$ cat src/rtl/pipeline_stall_controller_pkg.sv
// Shared pipeline control definitions: FSM encodings, timeout default and
// the per-situation control vectors the stall controller selects between.
package pipeline_stall_controller_pkg;

    localparam logic [0:0] ST_RUN     = 1'b0;
    localparam logic [0:0] ST_MD_BUSY = 1'b1;

    localparam int MD_TIMEOUT_DEFAULT = 64;
    localparam int CNT_W_DEFAULT      = 32;

    typedef struct packed {
        logic pc_we;
        logic if_id_we;
        logic id_ex_we;
        logic ex_mem_we;
        logic if_id_flush;
        logic id_ex_flush;
        logic ex_mem_bubble;
        logic mem_wb_bubble;
        logic md_start;
        logic md_ack;
    } ctrl_t;

    // Field order: enables(4) | flushes/bubbles(4) | md_start, md_ack
    localparam ctrl_t CTRL_RESET    = 10'b0000_1111_00;
    localparam ctrl_t CTRL_MEM_WAIT = 10'b0000_0001_00;
    localparam ctrl_t CTRL_BRANCH   = 10'b1111_1100_00;
    localparam ctrl_t CTRL_LOAD_USE = 10'b0011_0100_00;
    localparam ctrl_t CTRL_MD_START = 10'b0001_0010_10;
    localparam ctrl_t CTRL_MD_WAIT  = 10'b0001_0010_00;
    localparam ctrl_t CTRL_MD_ACK   = 10'b1111_0000_01;
    localparam ctrl_t CTRL_IDLE     = 10'b1111_0000_00;

endpackage

$ cat src/rtl/pipeline_stall_controller_if.sv
// Hazard inputs and stage-control outputs exchanged between the pipeline
// datapath and the stall controller.
interface pipeline_stall_controller_if;
    logic load_use_hazard;
    logic branch_taken;
    logic ex_md_valid;
    logic md_done;
    logic mem_req;
    logic mem_ready;
    logic md_start;
    logic md_ack;
    logic pc_we;
    logic if_id_we;
    logic id_ex_we;
    logic ex_mem_we;
    logic if_id_flush;
    logic id_ex_flush;
    logic ex_mem_bubble;
    logic mem_wb_bubble;

    modport master (
        input  load_use_hazard, branch_taken, ex_md_valid, md_done, mem_req, mem_ready,
        output md_start, md_ack, pc_we, if_id_we, id_ex_we, ex_mem_we,
        output if_id_flush, id_ex_flush, ex_mem_bubble, mem_wb_bubble
    );

    modport slave (
        output load_use_hazard, branch_taken, ex_md_valid, md_done, mem_req, mem_ready,
        input  md_start, md_ack, pc_we, if_id_we, id_ex_we, ex_mem_we,
        input  if_id_flush, id_ex_flush, ex_mem_bubble, mem_wb_bubble
    );
endinterface

$ cat src/rtl/pipeline_stall_controller_perf_counter.sv
// Free-running event counter with enable; wraps modulo 2^W.
module perf_counter #(
    parameter int W = 32
) (
    input  logic         clk,
    input  logic         srst,
    input  logic         en_i,
    output logic [W-1:0] count_o
);
    logic [W-1:0] cnt_q;

    always_ff @(posedge clk) begin
        if (srst) begin
            cnt_q <= '0;
        end else if (en_i) begin
            cnt_q <= cnt_q + W'(1);
        end
    end

    assign count_o = cnt_q;
endmodule

$ cat src/rtl/pipeline_stall_controller.sv
// Pipeline hazard/stall controller: picks one control vector per cycle from
// memory wait, branch, MUL/DIV and load-use conditions; counts stalls/flushes.
module pipeline_stall_controller
    import pipeline_stall_controller_pkg::*;
#(
    parameter int MD_TIMEOUT = MD_TIMEOUT_DEFAULT,
    parameter int CNT_W      = CNT_W_DEFAULT
) (
    input  logic                    clk,
    input  logic                    rst,
    pipeline_stall_controller_if.master pipe,
    output logic [CNT_W-1:0]        stall_cycles,
    output logic [CNT_W-1:0]        flush_count,
    output logic                    md_error
);
    localparam int TMO_W = $clog2(MD_TIMEOUT + 1);

    logic [0:0]       state_q, state_d;
    logic [TMO_W-1:0] tmo_q, tmo_d;
    logic             md_error_q, md_error_d;
    ctrl_t            ctrl;
    logic             mem_wait;
    logic             timeout_hit;

    assign mem_wait    = pipe.mem_req & ~pipe.mem_ready;
    // Fires on the MD_TIMEOUT-th busy cycle so the error is visible right after it
    assign timeout_hit = (tmo_q >= TMO_W'(MD_TIMEOUT - 1));

    always_comb begin
        ctrl       = CTRL_IDLE;
        state_d    = state_q;
        tmo_d      = tmo_q;
        md_error_d = md_error_q;
        if (state_q == ST_MD_BUSY && tmo_q != TMO_W'(MD_TIMEOUT)) begin
            tmo_d = tmo_q + TMO_W'(1);
        end
        if (rst) begin
            ctrl = CTRL_RESET;
        end else if (mem_wait) begin
            ctrl = CTRL_MEM_WAIT;
        end else if (state_q == ST_RUN) begin
            if (pipe.branch_taken) begin
                ctrl = CTRL_BRANCH;
            end else if (pipe.ex_md_valid) begin
                ctrl    = CTRL_MD_START;
                state_d = ST_MD_BUSY;
                tmo_d   = '0;
            end else if (pipe.load_use_hazard) begin
                ctrl = CTRL_LOAD_USE;
            end
        end else begin
            if (pipe.md_done) begin
                ctrl    = CTRL_MD_ACK;
                state_d = ST_RUN;
            end else if (timeout_hit) begin
                ctrl       = CTRL_MD_ACK;
                state_d    = ST_RUN;
                md_error_d = 1'b1;
            end else begin
                ctrl = CTRL_MD_WAIT;
            end
        end
    end

    always_ff @(posedge clk) begin
        if (rst) begin
            state_q    <= ST_RUN;
            tmo_q      <= '0;
            md_error_q <= 1'b0;
        end else begin
            state_q    <= state_d;
            tmo_q      <= tmo_d;
            md_error_q <= md_error_d;
        end
    end

    assign pipe.pc_we         = ctrl.pc_we;
    assign pipe.if_id_we      = ctrl.if_id_we;
    assign pipe.id_ex_we      = ctrl.id_ex_we;
    assign pipe.ex_mem_we     = ctrl.ex_mem_we;
    assign pipe.if_id_flush   = ctrl.if_id_flush;
    assign pipe.id_ex_flush   = ctrl.id_ex_flush;
    assign pipe.ex_mem_bubble = ctrl.ex_mem_bubble;
    assign pipe.mem_wb_bubble = ctrl.mem_wb_bubble;
    assign pipe.md_start      = ctrl.md_start;
    assign pipe.md_ack        = ctrl.md_ack;
    assign md_error           = md_error_q;

    perf_counter #(.W(CNT_W)) u_stall_cnt (
        .clk     (clk),
        .srst    (rst),
        .en_i    (~ctrl.pc_we),
        .count_o (stall_cycles)
    );

    perf_counter #(.W(CNT_W)) u_flush_cnt (
        .clk     (clk),
        .srst    (rst),
        .en_i    (ctrl.if_id_flush),
        .count_o (flush_count)
    );
endmodule

$ cat src/flat_wrapper.sv
// flat-port wrapper written by rule: the top's interface ports become plain ports
module pipeline_stall_controller_flat import pipeline_stall_controller_pkg::*;
#(
    parameter int MD_TIMEOUT = MD_TIMEOUT_DEFAULT,
    parameter int CNT_W      = CNT_W_DEFAULT
)
  (clk, rst, stall_cycles, flush_count, md_error, pipe_load_use_hazard, pipe_branch_taken, pipe_ex_md_valid, pipe_md_done, pipe_mem_req, pipe_mem_ready, pipe_md_start, pipe_md_ack, pipe_pc_we, pipe_if_id_we, pipe_id_ex_we, pipe_ex_mem_we, pipe_if_id_flush, pipe_id_ex_flush, pipe_ex_mem_bubble, pipe_mem_wb_bubble);
  pipeline_stall_controller_if pipe_i ();
  input  logic clk;
  input  logic rst;
  output logic [CNT_W-1:0] stall_cycles;
  output logic [CNT_W-1:0] flush_count;
  output logic md_error;
  input wire logic [$bits(pipe_i.load_use_hazard)-1:0] pipe_load_use_hazard;
  input wire logic [$bits(pipe_i.branch_taken)-1:0] pipe_branch_taken;
  input wire logic [$bits(pipe_i.ex_md_valid)-1:0] pipe_ex_md_valid;
  input wire logic [$bits(pipe_i.md_done)-1:0] pipe_md_done;
  input wire logic [$bits(pipe_i.mem_req)-1:0] pipe_mem_req;
  input wire logic [$bits(pipe_i.mem_ready)-1:0] pipe_mem_ready;
  output wire logic [$bits(pipe_i.md_start)-1:0] pipe_md_start;
  output wire logic [$bits(pipe_i.md_ack)-1:0] pipe_md_ack;
  output wire logic [$bits(pipe_i.pc_we)-1:0] pipe_pc_we;
  output wire logic [$bits(pipe_i.if_id_we)-1:0] pipe_if_id_we;
  output wire logic [$bits(pipe_i.id_ex_we)-1:0] pipe_id_ex_we;
  output wire logic [$bits(pipe_i.ex_mem_we)-1:0] pipe_ex_mem_we;
  output wire logic [$bits(pipe_i.if_id_flush)-1:0] pipe_if_id_flush;
  output wire logic [$bits(pipe_i.id_ex_flush)-1:0] pipe_id_ex_flush;
  output wire logic [$bits(pipe_i.ex_mem_bubble)-1:0] pipe_ex_mem_bubble;
  output wire logic [$bits(pipe_i.mem_wb_bubble)-1:0] pipe_mem_wb_bubble;
  assign pipe_i.load_use_hazard = pipe_load_use_hazard;
  assign pipe_i.branch_taken = pipe_branch_taken;
  assign pipe_i.ex_md_valid = pipe_ex_md_valid;
  assign pipe_i.md_done = pipe_md_done;
  assign pipe_i.mem_req = pipe_mem_req;
  assign pipe_i.mem_ready = pipe_mem_ready;
  assign pipe_md_start = pipe_i.md_start;
  assign pipe_md_ack = pipe_i.md_ack;
  assign pipe_pc_we = pipe_i.pc_we;
  assign pipe_if_id_we = pipe_i.if_id_we;
  assign pipe_id_ex_we = pipe_i.id_ex_we;
  assign pipe_ex_mem_we = pipe_i.ex_mem_we;
  assign pipe_if_id_flush = pipe_i.if_id_flush;
  assign pipe_id_ex_flush = pipe_i.id_ex_flush;
  assign pipe_ex_mem_bubble = pipe_i.ex_mem_bubble;
  assign pipe_mem_wb_bubble = pipe_i.mem_wb_bubble;
  pipeline_stall_controller #(.MD_TIMEOUT(MD_TIMEOUT), .CNT_W(CNT_W)) u_core (.clk(clk), .rst(rst), .pipe(pipe_i), .stall_cycles(stall_cycles), .flush_count(flush_count), .md_error(md_error));
endmodule
$ cat config.mk
export PLATFORM = sky130hd
export DESIGN_NAME = pipeline_stall_controller_flat
export DESIGN_NICKNAME = d
export VERILOG_FILES = /design/src/rtl/pipeline_stall_controller_pkg.sv /design/src/rtl/pipeline_stall_controller_if.sv /design/src/rtl/pipeline_stall_controller_perf_counter.sv /design/src/rtl/pipeline_stall_controller.sv /design/src/flat_wrapper.sv
export SDC_FILE = /design/constraint.sdc
export NUM_CORES = 1
export LEC_CHECK = 0
export ABC_CLOCK_PERIOD_IN_PS = 5500
export BUFFER_PORTS_ARGS = -buffer_cell sky130_fd_sc_hd__buf_4
export CAP_MARGIN = 15
export CORE_UTILIZATION = 47
export CTS_BUF_LIST = sky130_fd_sc_hd__clkbuf_16
export CTS_CLUSTER_DIAMETER = 120
export DETAILED_ROUTE_END_ITERATION = 7
export GPL_TIMING_DRIVEN = 0
export PLACE_DENSITY_LB_ADDON = 0.05
export RECOVER_POWER = 25
export REMOVE_ABC_BUFFERS = 1
export SLEW_MARGIN = 0
export SYNTH_ARGS = -nofsm -noshare
export SYNTH_HDL_FRONTEND = slang
export SYNTH_SLANG_ARGS = --single-unit
$ cat constraint.sdc
create_clock -name clk -period 5.5 [get_ports clk]
set_clock_uncertainty 0.05 [all_clocks]
set_input_delay 0.55 -clock clk [delete_from_list [all_inputs] [get_ports clk]]
set_output_delay 0.55 -clock clk [all_outputs]
set_load 0.05 [all_outputs]
==> results.ini <==
[worst_setup_path]
worst-path-stages = 5
critical_path_class = in2out
path_max_fanout = 76
r2r_start = u_core.tmo_q[0]
cpLargestDelayFamily = buffers and inverters
worst-path-buf-inv = 3
path_cells = buf_4, inv_1, nand2_1, o21bai_1, buf_4
required_ns = 4.90
cp-end-kind = primary output
cp_slowest_cell = buf_4
cp_slowest_stage_delay_ns = 0.59
r2r_end = u_core.u_stall_cnt.count_o[27]
worst_path_most_repeated_cell = buf_4
reg2reg_setup_slack_ns = 3.00
startpoint_type = input port
reg2regPathDepth = 6
arrival_ns = 2.36

[yosys]
synthAdderAreaFrac_pct = 1.365
synth_edf_count = 0
synth-seq-cells = 73
avgSynthCellArea_sq_um = 8.729
synth_mux_area_share_pct = 2.662
synth-simple-area-share_pct = 27.51
synth_compound_area_share_pct = 13.34
yosys.area_share.xor_xnor_pct = 11.47
async_flop_share_pct = 0
synth_cells = 420
seq_area_frac_synth_pct = 39.86
synthFlopType = dfxtp_1
ys_types = 52
netlist_area_sq_um = 3666
yosysWarnings = 0
synth_top_family_by_area = simple AND/OR/NAND/NOR gates

[cts]
clock_tree.buffer_depth = 2
cts_setup_buffers = 0
cts_hold_buf = 0
cts_tree = done
ctsResizeCount = 0
cts-root-buf = clkbuf_16
cts_sinks = 73
clkTransAtPathRegs_ns = 0.06
clkLatencyLatePin_ns = 0.33
htreeDepth = 3
cts_made_buffers = 9

[global_routing]
grt_pass1_wl_um = 14440
grtUsageTotal_pct = 21.42
first_global_vias = 3160
grt_overflow = 0
antenna_found_initial = 0
grt_max_degree = 77

[timing]
drv_slew = 0
fmax_mhz = 337.9
timing.final.crit_share_pct = 53.81
min_period_ns = 2.960
slew_headroom_pct = 37.65
rsz0062_at_grt = false
worst_slew_pin_slew_ns = 0.9352
fin_setup_tns_ns = 0
finalHoldViolations = 0
setup_viol = 0

[run]
cap_violations = 0

[route]
drt_wl_total_um = 8402
drt-vias-per-instance = 5.562
postRouteAntennaNets = 0
wl_per_cell_um = 14.10
drc = 0
via_count = 3315
drtIter0Drc = 138
drt-pass1-iter-count = 6

[placement]
io_buffers = 82
dp.cells = 580
globalplace.congestion = 0.8485
hpwl_um = 5689

[finish]
final_common_cell = dfxtp_1
layout.cells.non_filler = 596
area_growth_pct = 23.82
final_layout_size_suffix_gt1_share_pct = 16.90
layout_common_cells = 73 x dfxtp_1, 71 x nor2_1, 48 x buf_4, 38 x xnor2_1, 33 x clkbuf_1
n_antenna_cell = 0
fillers = 690
nets = 504

[die]
die_x_um = 90.32
core_sq_um = 7408
die-area_sq_um = 8157
fp-row-count = 31
start_util_pct = 49.48
die_h_um = 90.32
num_io_pins = 83

[status]
status = completed

[min_path]
hp-class = reg2reg
worstHoldPathCells = 2
whs_endpoint = u_core.u_stall_cnt.count_o[23]
min_from = u_core.u_stall_cnt.count_o[23]

[power_and_ir_drop]
leakagePower_nw = 1.595
ir_drop_mv = 0.1814
powerDensity_nw_per_um2 = 286.4

per-layer routing:
metal | vias to the layer above | GRT usage [%] | routed length (um)
met5 | - | 0 | 0
met4 | 0 | 9.140 | 129
met3 | 12 | 3.367 | 322
met2 | 76 | 35.11 | 3893
met1 | 1576 | 27.95 | 4056
li1 | 1651 | - | -
cells in the mapped netlist, types with 2 or more instances:
library cell,n,area share [%]
mux2i_1,3,0.82
and3_1,5,0.85
mux2_2,2,0.61
a21oi_1,13,1.8
a211oi_1,5,1.0
xor2_1,10,2.4
nor2_1,71,7.3
or2_1,2,0.34
and2_1,2,0.34
ha_1,4,1.4
or3_1,3,0.51
dfxtp_1,73,40
o31ai_1,4,0.82
nor3b_1,3,0.61
o21bai_1,2,0.41
a31o_2,6,1.4
and4_1,11,2.6
a2111oi_2,5,2.0
nand3_1,17,2.3
nor3_1,5,0.68
o311ai_0,2,0.48
nand4_1,14,2.4
nor4b_1,3,0.72
nor2b_1,7,1.2
xnor2_1,38,9.1
a2111oi_4,2,1.5
or4_1,4,0.82
inv_1,12,1.2
o211ai_1,2,0.41
o21ai_0,4,0.55
nor4_1,15,2.6
nand2_1,28,2.9
buf_4,2,0.41
buf_1,2,0.20
buf_2,3,0.41
a31oi_1,3,0.51
mux2_1,4,1.2
clkbuf_1,15,1.5
tightest hold or removal path, delay by kind of cell, from the launching register on:
family | cells | cell delay [ns]
DFF | 1 | 0.33
AOI/OAI and AO/OA | 2 | 0.12
sequential cells by signal, indices dropped and copies added (netlist names):
signal	count
u_core.u_flush_cnt.count_o	32
u_core.u_stall_cnt.count_o	32
u_core.tmo_q	7
u_core.md_error	1
u_core.state_q	1
worst max path at each step:
stage                  from                              to
3_3_place_gp            rst                pipe_id_ex_flush
3_5_place_dp            rst  u_core.u_stall_cnt.count_o[27]
2_1_floorplan  pipe_mem_req                   pipe_id_ex_we
5_1_grt                 rst              pipe_ex_mem_bubble
4_1_cts                 rst              pipe_ex_mem_bubble
6_report                rst              pipe_ex_mem_bubble
logic make-up (layout without fill, tap and decap cells):
group | after synthesis | count (layout)
adders and majority gates | 4 | 4
buffers and inverters | 34 | 111
and+or+nand+nor | 195 | 195
xor gates and xnor gates | 48 | 48
AOI/OAI and AO/OA | 57 | 57
DFF | 73 | 73
muxes | 9 | 9
cell type report:
| class | instances | area, sq um | area share [%] |
|---|---|---|---|
| multi-input combinational | 313 | 2072 | 45.65 |
| sequential | 73 | 1461 | 32.19 |
| inverter | 12 | 45.04 | 0.9923 |
| timing repair buffer | 83 | 503.0 | 11.08 |
| tap | 99 | 123.9 | 2.729 |
| clock inverter | 7 | 108.9 | 2.398 |
| clock buffer | 9 | 225.2 | 4.961 |
power breakdown:
part / leakage (nW) / total [mW] / internal (mW) / switching [mW]
Sequential: 0.589 / 0.541 / 0.534 / 0.00676
Clock: 0.158 / 0.653 / 0.438 / 0.215
Combinational: 0.848 / 0.106 / 0.0280 / 0.0780
per-stage QoR:
stage	setup slack, ns	utilization, %	hold slack [ns]	cell area (sq um)	total power, mW
after floorplan	1.729	-	0.4550	3572	0.6213
after global placement	1.631	58.20	0.4227	4312	0.6581
after detailed placement	2.294	58.44	0.4447	4329	0.6609
after CTS	2.548	62.95	0.4509	4663	1.314
after global routing	2.383	61.27	0.4852	4539	1.340
final	2.540	61.27	0.4469	4539	1.300
No activity file was read; power rests on OpenSTA's default activity.
